File: src/rtl/ft_pkg.sv
// ft_pkg: shared types and constants for the fault-tolerant writeback voter.
//   ft_state_e  - recovery FSM encoding
//   vote_res_e  - result class from the majority voter
package ft_pkg;

   typedef enum logic [1:0] {
      FT_RUN     = 2'd0,
      FT_REQ     = 2'd1,
      FT_RECOVER = 2'd2
   } ft_state_e;

   typedef enum logic [1:0] {
      VOTE_OK        = 2'd0,
      VOTE_CORRECTED = 2'd1,
      VOTE_FAIL      = 2'd2
   } vote_res_e;

   localparam int unsigned FT_DMR_CORES = 2;
   localparam int unsigned FT_TMR_CORES = 3;

   function automatic logic ft_legal_num_cores(input int unsigned n);
      return (n == FT_DMR_CORES) || (n == FT_TMR_CORES);
   endfunction

endpackage

File: src/rtl/ft_majority_voter.sv
// ft_majority_voter: combinational compare of NUM_CORES packed tuples.
//   tuples_i    in   NUM_CORES*TUPLE_W  core k at [k*TUPLE_W +: TUPLE_W]
//   vote_res_o  out  OK / CORRECTED / FAIL
//   sel_o       out  TUPLE_W   agreed (or majority) tuple
//   minority_o  out  NUM_CORES one-hot outvoted core, TMR corrections only
module ft_majority_voter
   import ft_pkg::*;
#(
   parameter int unsigned NUM_CORES = 3,
   parameter int unsigned TUPLE_W   = 38
) (
   input  logic [NUM_CORES*TUPLE_W-1:0] tuples_i,
   output vote_res_e                    vote_res_o,
   output logic [TUPLE_W-1:0]           sel_o,
   output logic [NUM_CORES-1:0]         minority_o
);

   if (NUM_CORES == FT_TMR_CORES) begin : g_tmr
      logic [TUPLE_W-1:0] t0, t1, t2;
      logic               e01, e02, e12;

      assign t0  = tuples_i[0*TUPLE_W +: TUPLE_W];
      assign t1  = tuples_i[1*TUPLE_W +: TUPLE_W];
      assign t2  = tuples_i[2*TUPLE_W +: TUPLE_W];
      assign e01 = (t0 == t1);
      assign e02 = (t0 == t2);
      assign e12 = (t1 == t2);

      always_comb begin
         vote_res_o = VOTE_FAIL;
         sel_o      = t0;
         minority_o = '0;
         if (e01 && e02) begin
            vote_res_o = VOTE_OK;
         end else if (e01) begin
            vote_res_o = VOTE_CORRECTED;
            minority_o = 3'b100;
         end else if (e02) begin
            vote_res_o = VOTE_CORRECTED;
            minority_o = 3'b010;
         end else if (e12) begin
            // core 0 outvoted: take the tuple from core 1
            vote_res_o = VOTE_CORRECTED;
            sel_o      = t1;
            minority_o = 3'b001;
         end
      end
   end else begin : g_dmr
      logic [TUPLE_W-1:0] t0, t1;

      assign t0         = tuples_i[0*TUPLE_W +: TUPLE_W];
      assign t1         = tuples_i[1*TUPLE_W +: TUPLE_W];
      assign sel_o      = t0;
      assign minority_o = '0;
      assign vote_res_o = (t0 == t1) ? VOTE_OK : VOTE_FAIL;
   end

endmodule

File: src/rtl/ft_wb_voter.sv
// ft_wb_voter: DMR/TMR writeback voter between redundant cores and the
// shared register file. One-cycle registered output of the agreed tuple,
// saturating error/fault counters and a recovery request/ack handshake.
//   clk_i, rst_ni                      clock, synchronous active-low reset
//   valid_instr_i, we_i, addr_i, data_i  per-core writeback tuples
//   inject_i                           flips data bit 0 of core 0 before compare
//   clear_i                            zeroes all counters
//   recover_ack_i, recover_done_i      controller handshake
//   valid_o, we_o, addr_o, data_o      registered agreed tuple
//   error_o, faulty_o, uncorrectable_o one-cycle mismatch pulses
//   err_count_o                        saturating mismatch count
//   recover_req_o, halted_o            FSM status
//
// state      | meaning
// FT_RUN     | voting, outputs loaded from the cores
// FT_REQ     | recovery requested, waiting for recover_ack_i
// FT_RECOVER | controller resynchronising, waiting for recover_done_i
module ft_wb_voter
   import ft_pkg::*;
#(
   parameter int unsigned NUM_CORES       = 3,
   parameter int unsigned ADDR_WIDTH      = 5,
   parameter int unsigned DATA_WIDTH      = 32,
   parameter int unsigned CNT_WIDTH       = 8,
   parameter int unsigned FAULT_THRESHOLD = 3
) (
   input  logic                           clk_i,
   input  logic                           rst_ni,
   input  logic                           valid_instr_i,
   input  logic [NUM_CORES-1:0]           we_i,
   input  logic [NUM_CORES*ADDR_WIDTH-1:0] addr_i,
   input  logic [NUM_CORES*DATA_WIDTH-1:0] data_i,
   input  logic                           inject_i,
   input  logic                           clear_i,
   input  logic                           recover_ack_i,
   input  logic                           recover_done_i,
   output logic                           valid_o,
   output logic                           we_o,
   output logic [ADDR_WIDTH-1:0]          addr_o,
   output logic [DATA_WIDTH-1:0]          data_o,
   output logic                           error_o,
   output logic [NUM_CORES-1:0]           faulty_o,
   output logic                           uncorrectable_o,
   output logic [CNT_WIDTH-1:0]           err_count_o,
   output logic                           recover_req_o,
   output logic                           halted_o
);

   localparam int unsigned TUPLE_W = 1 + ADDR_WIDTH + DATA_WIDTH;
   localparam logic [CNT_WIDTH-1:0] CNT_MAX = '1;
   localparam logic [CNT_WIDTH-1:0] THRESH  = CNT_WIDTH'(FAULT_THRESHOLD);

   if (!ft_legal_num_cores(NUM_CORES)) begin : g_bad_cores
      $error("ft_wb_voter: NUM_CORES must be 2 or 3");
   end
   if ((FAULT_THRESHOLD < 1) || (FAULT_THRESHOLD > (2**CNT_WIDTH) - 1)) begin : g_bad_thresh
      $error("ft_wb_voter: FAULT_THRESHOLD out of range for CNT_WIDTH");
   end

   logic [NUM_CORES*TUPLE_W-1:0] tuples;
   vote_res_e                    vote_res;
   logic [TUPLE_W-1:0]           sel_tuple;
   logic [NUM_CORES-1:0]         minority;

   // Tuple layout {we, addr, data}: bit 0 of core 0's tuple is its data bit 0.
   always_comb begin
      tuples = '0;
      for (int k = 0; k < NUM_CORES; k++) begin
         tuples[k*TUPLE_W +: TUPLE_W] = {we_i[k],
                                         addr_i[k*ADDR_WIDTH +: ADDR_WIDTH],
                                         data_i[k*DATA_WIDTH +: DATA_WIDTH]};
      end
      tuples[0] = tuples[0] ^ inject_i;
   end

   ft_majority_voter #(
      .NUM_CORES (NUM_CORES),
      .TUPLE_W   (TUPLE_W)
   ) u_voter (
      .tuples_i   (tuples),
      .vote_res_o (vote_res),
      .sel_o      (sel_tuple),
      .minority_o (minority)
   );

   ft_state_e               state_q, state_d;
   logic                    valid_q, valid_d;
   logic                    we_q, we_d;
   logic [ADDR_WIDTH-1:0]   addr_q, addr_d;
   logic [DATA_WIDTH-1:0]   data_q, data_d;
   logic                    error_q, error_d;
   logic                    unc_q, unc_d;
   logic [NUM_CORES-1:0]    faulty_q, faulty_d;
   logic [CNT_WIDTH-1:0]    err_cnt_q, err_cnt_d;
   logic [CNT_WIDTH-1:0]    fault_cnt_q [NUM_CORES];
   logic [CNT_WIDTH-1:0]    fault_cnt_d [NUM_CORES];
   logic                    sample;
   logic                    thresh_hit;

   always_comb begin
      state_d    = state_q;
      valid_d    = 1'b0;
      we_d       = we_q;
      addr_d     = addr_q;
      data_d     = data_q;
      error_d    = 1'b0;
      unc_d      = 1'b0;
      faulty_d   = '0;
      thresh_hit = 1'b0;
      sample     = valid_instr_i && (state_q == FT_RUN);

      // Clear applies first so a same-cycle mismatch lands on top of it.
      err_cnt_d = clear_i ? '0 : err_cnt_q;
      for (int k = 0; k < NUM_CORES; k++) begin
         fault_cnt_d[k] = clear_i ? '0 : fault_cnt_q[k];
      end

      if (sample) begin
         case (vote_res)
            VOTE_OK: begin
               valid_d                = 1'b1;
               {we_d, addr_d, data_d} = sel_tuple;
            end
            VOTE_CORRECTED: begin
               valid_d                = 1'b1;
               {we_d, addr_d, data_d} = sel_tuple;
               error_d                = 1'b1;
               faulty_d               = minority;
               for (int k = 0; k < NUM_CORES; k++) begin
                  if (minority[k] && (fault_cnt_d[k] != CNT_MAX)) begin
                     fault_cnt_d[k] = fault_cnt_d[k] + 1'b1;
                     if (fault_cnt_d[k] == THRESH) thresh_hit = 1'b1;
                  end
               end
            end
            default: begin
               error_d = 1'b1;
               unc_d   = 1'b1;
            end
         endcase
         if ((vote_res != VOTE_OK) && (err_cnt_d != CNT_MAX)) begin
            err_cnt_d = err_cnt_d + 1'b1;
         end
      end

      case (state_q)
         FT_RUN: begin
            if (sample && ((vote_res == VOTE_FAIL) || thresh_hit)) state_d = FT_REQ;
         end
         FT_REQ: begin
            if (recover_ack_i) state_d = FT_RECOVER;
         end
         FT_RECOVER: begin
            if (recover_done_i) begin
               state_d = FT_RUN;
               for (int k = 0; k < NUM_CORES; k++) fault_cnt_d[k] = '0;
            end
         end
         default: state_d = FT_RUN;
      endcase
   end

   always_ff @(posedge clk_i) begin
      if (!rst_ni) begin
         state_q   <= FT_RUN;
         valid_q   <= 1'b0;
         we_q      <= 1'b0;
         addr_q    <= '0;
         data_q    <= '0;
         error_q   <= 1'b0;
         unc_q     <= 1'b0;
         faulty_q  <= '0;
         err_cnt_q <= '0;
         for (int k = 0; k < NUM_CORES; k++) fault_cnt_q[k] <= '0;
      end else begin
         state_q   <= state_d;
         valid_q   <= valid_d;
         we_q      <= we_d;
         addr_q    <= addr_d;
         data_q    <= data_d;
         error_q   <= error_d;
         unc_q     <= unc_d;
         faulty_q  <= faulty_d;
         err_cnt_q <= err_cnt_d;
         for (int k = 0; k < NUM_CORES; k++) fault_cnt_q[k] <= fault_cnt_d[k];
      end
   end

   assign valid_o         = valid_q;
   assign we_o            = we_q;
   assign addr_o          = addr_q;
   assign data_o          = data_q;
   assign error_o         = error_q;
   assign uncorrectable_o = unc_q;
   assign faulty_o        = faulty_q;
   assign err_count_o     = err_cnt_q;
   assign recover_req_o   = (state_q == FT_REQ);
   assign halted_o        = (state_q != FT_RUN);

endmodule

File: config.mk
export PLATFORM = sky130hd
export DESIGN_NAME = ft_wb_voter
export DESIGN_NICKNAME = d
export VERILOG_FILES = /design/src/rtl/ft_pkg.sv /design/src/rtl/ft_majority_voter.sv /design/src/rtl/ft_wb_voter.sv
export SDC_FILE = /design/constraint.sdc
export NUM_CORES = 1
export LEC_CHECK = 0
export ABC_AREA = 0
export BUFFER_PORTS_ARGS = -buffer_cell sky130_fd_sc_hd__buf_2
export CORE_MARGIN = 2
export CORE_UTILIZATION = 50
export DETAILED_ROUTE_END_ITERATION = 12
export PLACE_DENSITY = 0.8
export SYNTH_ARGS = -nofsm -noshare
export SYNTH_HDL_FRONTEND = slang
export SYNTH_SLANG_ARGS = --single-unit
File: constraint.sdc
create_clock -name clk_i -period 3.47 [get_ports clk_i]
set_input_delay 0.347 -clock clk_i [delete_from_list [all_inputs] [get_ports clk_i]]
set_output_delay 0.347 -clock clk_i [all_outputs]
set_load 0.1 [all_outputs]
==> impl_results.md <==
- Async set-reset flop share out of synthesis: 0%
- ANT cells: 0
- Post-layout min period: 2.771 ns
- Area fraction of the dominant cell type after synthesis: 30.60%
- CP Data Required Time: 3.75 ns
- Nets: between 800 and 900
- Number of global-route vias before repair: around 5,000
- Critical Path Sink: fault_cnt_q[0][9]$_SDFF_PN0_
- Max_cap viols: 0
- Die X: roughly 110 um
- Reg power frac: roughly 45%
- Worst R2R Start: state_q[1]$_SDFFE_PN0P_
- R2r setup slk: 0.95 ns
- Met3 GRT Util: 7.486%
- Setup TNS: 0 ns
- Std cell rows: 36
- Reg2reg path depth: 5
- Number of synthesized flops with an enable pin: 0
- DRC violations left: 0
- Clock power frac: 35.5%
- Initial core utilization: 51.96%
- DRT iter0 DRCs: 327
- Fin crit share: between 70% and 80%
- Min-Delay Path Class: in2reg
- VDD IR max: 169.0 uV
- RSZ-0062 raised after global routing: no
- Netlist cell types: 54
- IO Pins: roughly 180
- # port buffers: between 150 and 200
- Via count: 5,167
- Critical path startpoint: data_i[78]
- Cells after synthesis: 567
- H-tree levels: 3
- Hold Vio Cnt, Final: 0
- Total Routing Usage GR: approximately 29%
- P&R area growth vs syn: 23.66%
- Gr busiest metal: met2
- Area leader, netlist: dfxtp_1
- CTS tree: yes
- Crit path kind: in2reg
- Leading post-synthesis cells by cell area: dfxtp_1, xnor2_1, o221a_2, xor2_1, a21o_1
- Post-CTS resize count: 0
- Yosys reg bits: 78
- Met1 GRT Util: 35.75%
- Power Density: 316.1 mW/mm^2
- Top_reg_cell synth: dfxtp_1
- Clock Tree Buf Depth: 2
- Synth Warn #: 0
- ANT nets after route: 0
- Inserted Clock Buffers: 9
- First-pass GRT wire length: roughly 26,000 um
- Via/cell ratio: 5.932
- Pin count of the biggest net entering global routing: 40
- Setup Skew: between 0.01 and 0.015 ns
- Switch Pwr: 0.5774 mW
- GR Overflow Total: 0
- Routability cong.: 0.9138
- Detailed Route WL: 15,840 um
- Clock transition at the registers of the reported paths: 0.09 ns
- Hold buffers post-CTS: 0
- CTS root buffer: clkbuf_8
- Cell area after synthesis: 0.005102 sq mm
- Drt wl/cell: ~18 um
- Layout Utilization: 64.26%
- Syn avg cell area: between 8 and 9 sq um
- Reg-to-reg endpoint: fault_cnt_q[0][23]$_SDFF_PN0_
- Postcts setup bufs: 0
- Sw Share: 28.95%
- Worst Tran Pin Value: 0.6426 ns
- Layout cell share with drive strength beyond 1: between 30% and 40%
- CP Max Fanout: 11
- Outcome: completed
- Die footprint: between 0.01 and 0.015 sq mm
- Comb pwr share: ~19%
- Relative slew slack: 56.76%
- TritonRoute pass-1 iters: 5
- Core area: 0.009819 sq mm
- Final HPWL DP: 12,330 um
- Leakage dissipation: between 2 and 3 nW
- Final setup fails: 0
- Syn nets: 695
- Startpoint types: primary input
- Worst skew pair latency: 0.35 ns
- Max Clk Rate: 360.8 MHz
- Sequential-to-total area share from yosys stat: 30.60%
- Worst endpoint data arrival time: 3.05 ns
- CP Capture Type: register
- Slew Limit Fails: 0
- Initial antenna violation count: 0
- GR met2 Demand/Resource: 47.31%
- Clock sink count: 78
- Die Span Y: 105.0 um
- P_int: 1.417 mW
-- flip-flops by register name, summed over array words and instances (netlist names) --
name / count
err_count_o: 8
faulty_o: 3
fault_cnt_q: 24
addr_o: 5
we_o: 1
data_o: 32
uncorrectable_o: 1
valid_o: 1
error_o: 1
state_q: 2
-- worst max-delay path, cell delays in order --
cell     delay (ns)
buf_2          0.12
xor2_1         0.15
nor4_1         0.59
nand4_1        0.16
or4_4          0.67
and4b_1        0.54
mux2_2         0.38
nor2_1         0.08
-- power groups by stage --
stage          registers, mW  clock network [mW]  logic, mW
2_1_floorplan          0.945                   0      0.177
3_3_place_gp           0.922                   0      0.371
3_5_place_dp           0.923                   0      0.377
4_1_cts                0.901               0.715      0.379
5_1_grt                0.902               0.760      0.411
6_report               0.902               0.709      0.384
-- synth_stat cells, types with 3 or more instances --
| cell | instances |
|---|---|
| nor2b_1 | 17 |
| nor4_1 | 15 |
| xnor2_1 | 84 |
| a31oi_1 | 5 |
| and3_1 | 7 |
| xor2_1 | 44 |
| a21oi_1 | 18 |
| a311oi_1 | 3 |
| o211ai_1 | 5 |
| ha_1 | 7 |
| o21a_1 | 3 |
| o21ai_0 | 7 |
| and2_1 | 3 |
| mux2i_1 | 5 |
| o31ai_1 | 7 |
| o221a_2 | 36 |
| nor3_1 | 9 |
| nand3_1 | 13 |
| nand4_1 | 27 |
| or3_1 | 8 |
| or4_1 | 8 |
| o41ai_1 | 3 |
| clkbuf_1 | 13 |
| nor2_1 | 21 |
| buf_2 | 11 |
| inv_1 | 11 |
| and4_1 | 3 |
| nand2_1 | 27 |
| a21o_1 | 38 |
| buf_4 | 4 |
| dfxtp_1 | 78 |
-- layout make-up --
type                            count  area, sq um
Sequential cell                    78         1562
Clock buffer                       12        155.1
Inverter                           11        41.29
Fill cell                         884         3510
Clock inverter                      4        45.04
Multi-Input combinational cell    449         3369
Timing Repair Buffer              184        970.9
Tap cell                          133        166.4
-- per-stage QoR --
step	setup WS [ns]	cell area [sq um]	cells	total power [mW]	hold WS (ns)
final	0.6985	6310	871	1.995	0.3092
after floorplan	0.8180	5102	567	1.122	0.4735
after detailed placement	0.4416	6110	855	1.299	0.5012
after CTS	0.7976	6310	871	1.996	0.3004
after global routing	0.5114	6310	871	2.073	0.3089
after global placement	0.4788	6110	855	1.294	0.4823
-- cells by family (layout without fill, tap and decap cells) --
group / count (synthesis) / count (layout) / synth area share [%]
AOI/OAI and AO/OA: 139 / 139 / 22.22
buffers and inverters: 40 / 211 / 3.654
and+or+nand+nor: 169 / 169 / 18.64
DFF: 78 / 78 / 30.60
xor gates and xnor gates: 128 / 128 / 21.97
adders and majority gates: 7 / 7 / 1.716
muxes: 6 / 6 / 1.202
-- metal layers --
layer,share of wire (%),up-vias
met1,42,2440
met3,8.4,43
met2,46,246
met4,3.3,0
li1,-,2438
met5,0,-
-- layout by cell type (no fill, tap or decap), drive strengths merged, types with 2 or more instances in the layout --
cell type | synthesis | routed
nand3b | 2 | 2
mux2i | 5 | 5
dfxtp | 78 | 78
or4 | 9 | 9
and4 | 3 | 3
nand4 | 27 | 27
nor2b | 17 | 17
nor3 | 9 | 9
xor2 | 44 | 44
o211ai | 5 | 5
inv | 11 | 11
and3 | 7 | 7
nor2 | 21 | 21
nand2 | 28 | 28
buf | 16 | 184
ha | 7 | 7
xnor2 | 84 | 84
o21a | 3 | 3
nand3 | 13 | 13
o311ai | 2 | 2
clkinv | 0 | 3
or3 | 8 | 8
nor4 | 15 | 15
nand4b | 2 | 2
a21o | 38 | 38
o31ai | 7 | 7
and2 | 3 | 3
a21oi | 18 | 18
a31o | 2 | 2
nand2b | 2 | 2
a311oi | 3 | 3
o221a | 37 | 37
clkbuf | 13 | 12
o41ai | 3 | 3
o21ai | 9 | 9
a31oi | 5 | 5
-- how the worst min path moves through the flow --
stage	start	end	slack, ns	cells after the start
floorplan	fault_cnt_q[0][23]$_SDFF_PN0_	fault_cnt_q[0][23]$_SDFF_PN0_	0.47	2
global placement	err_count_o[7]$_SDFF_PN0_	err_count_o[7]$_SDFF_PN0_	0.48	2
detailed placement	err_count_o[7]$_SDFF_PN0_	err_count_o[7]$_SDFF_PN0_	0.50	2
CTS	data_i[30]	data_o[30]$_SDFFE_PN0P_	0.30	2
global route	data_i[3]	data_o[3]$_SDFFE_PN0P_	0.31	2
finish	addr_i[3]	addr_o[3]$_SDFFE_PN0P_	0.31	2
No activity file was read; power rests on OpenSTA's default activity.
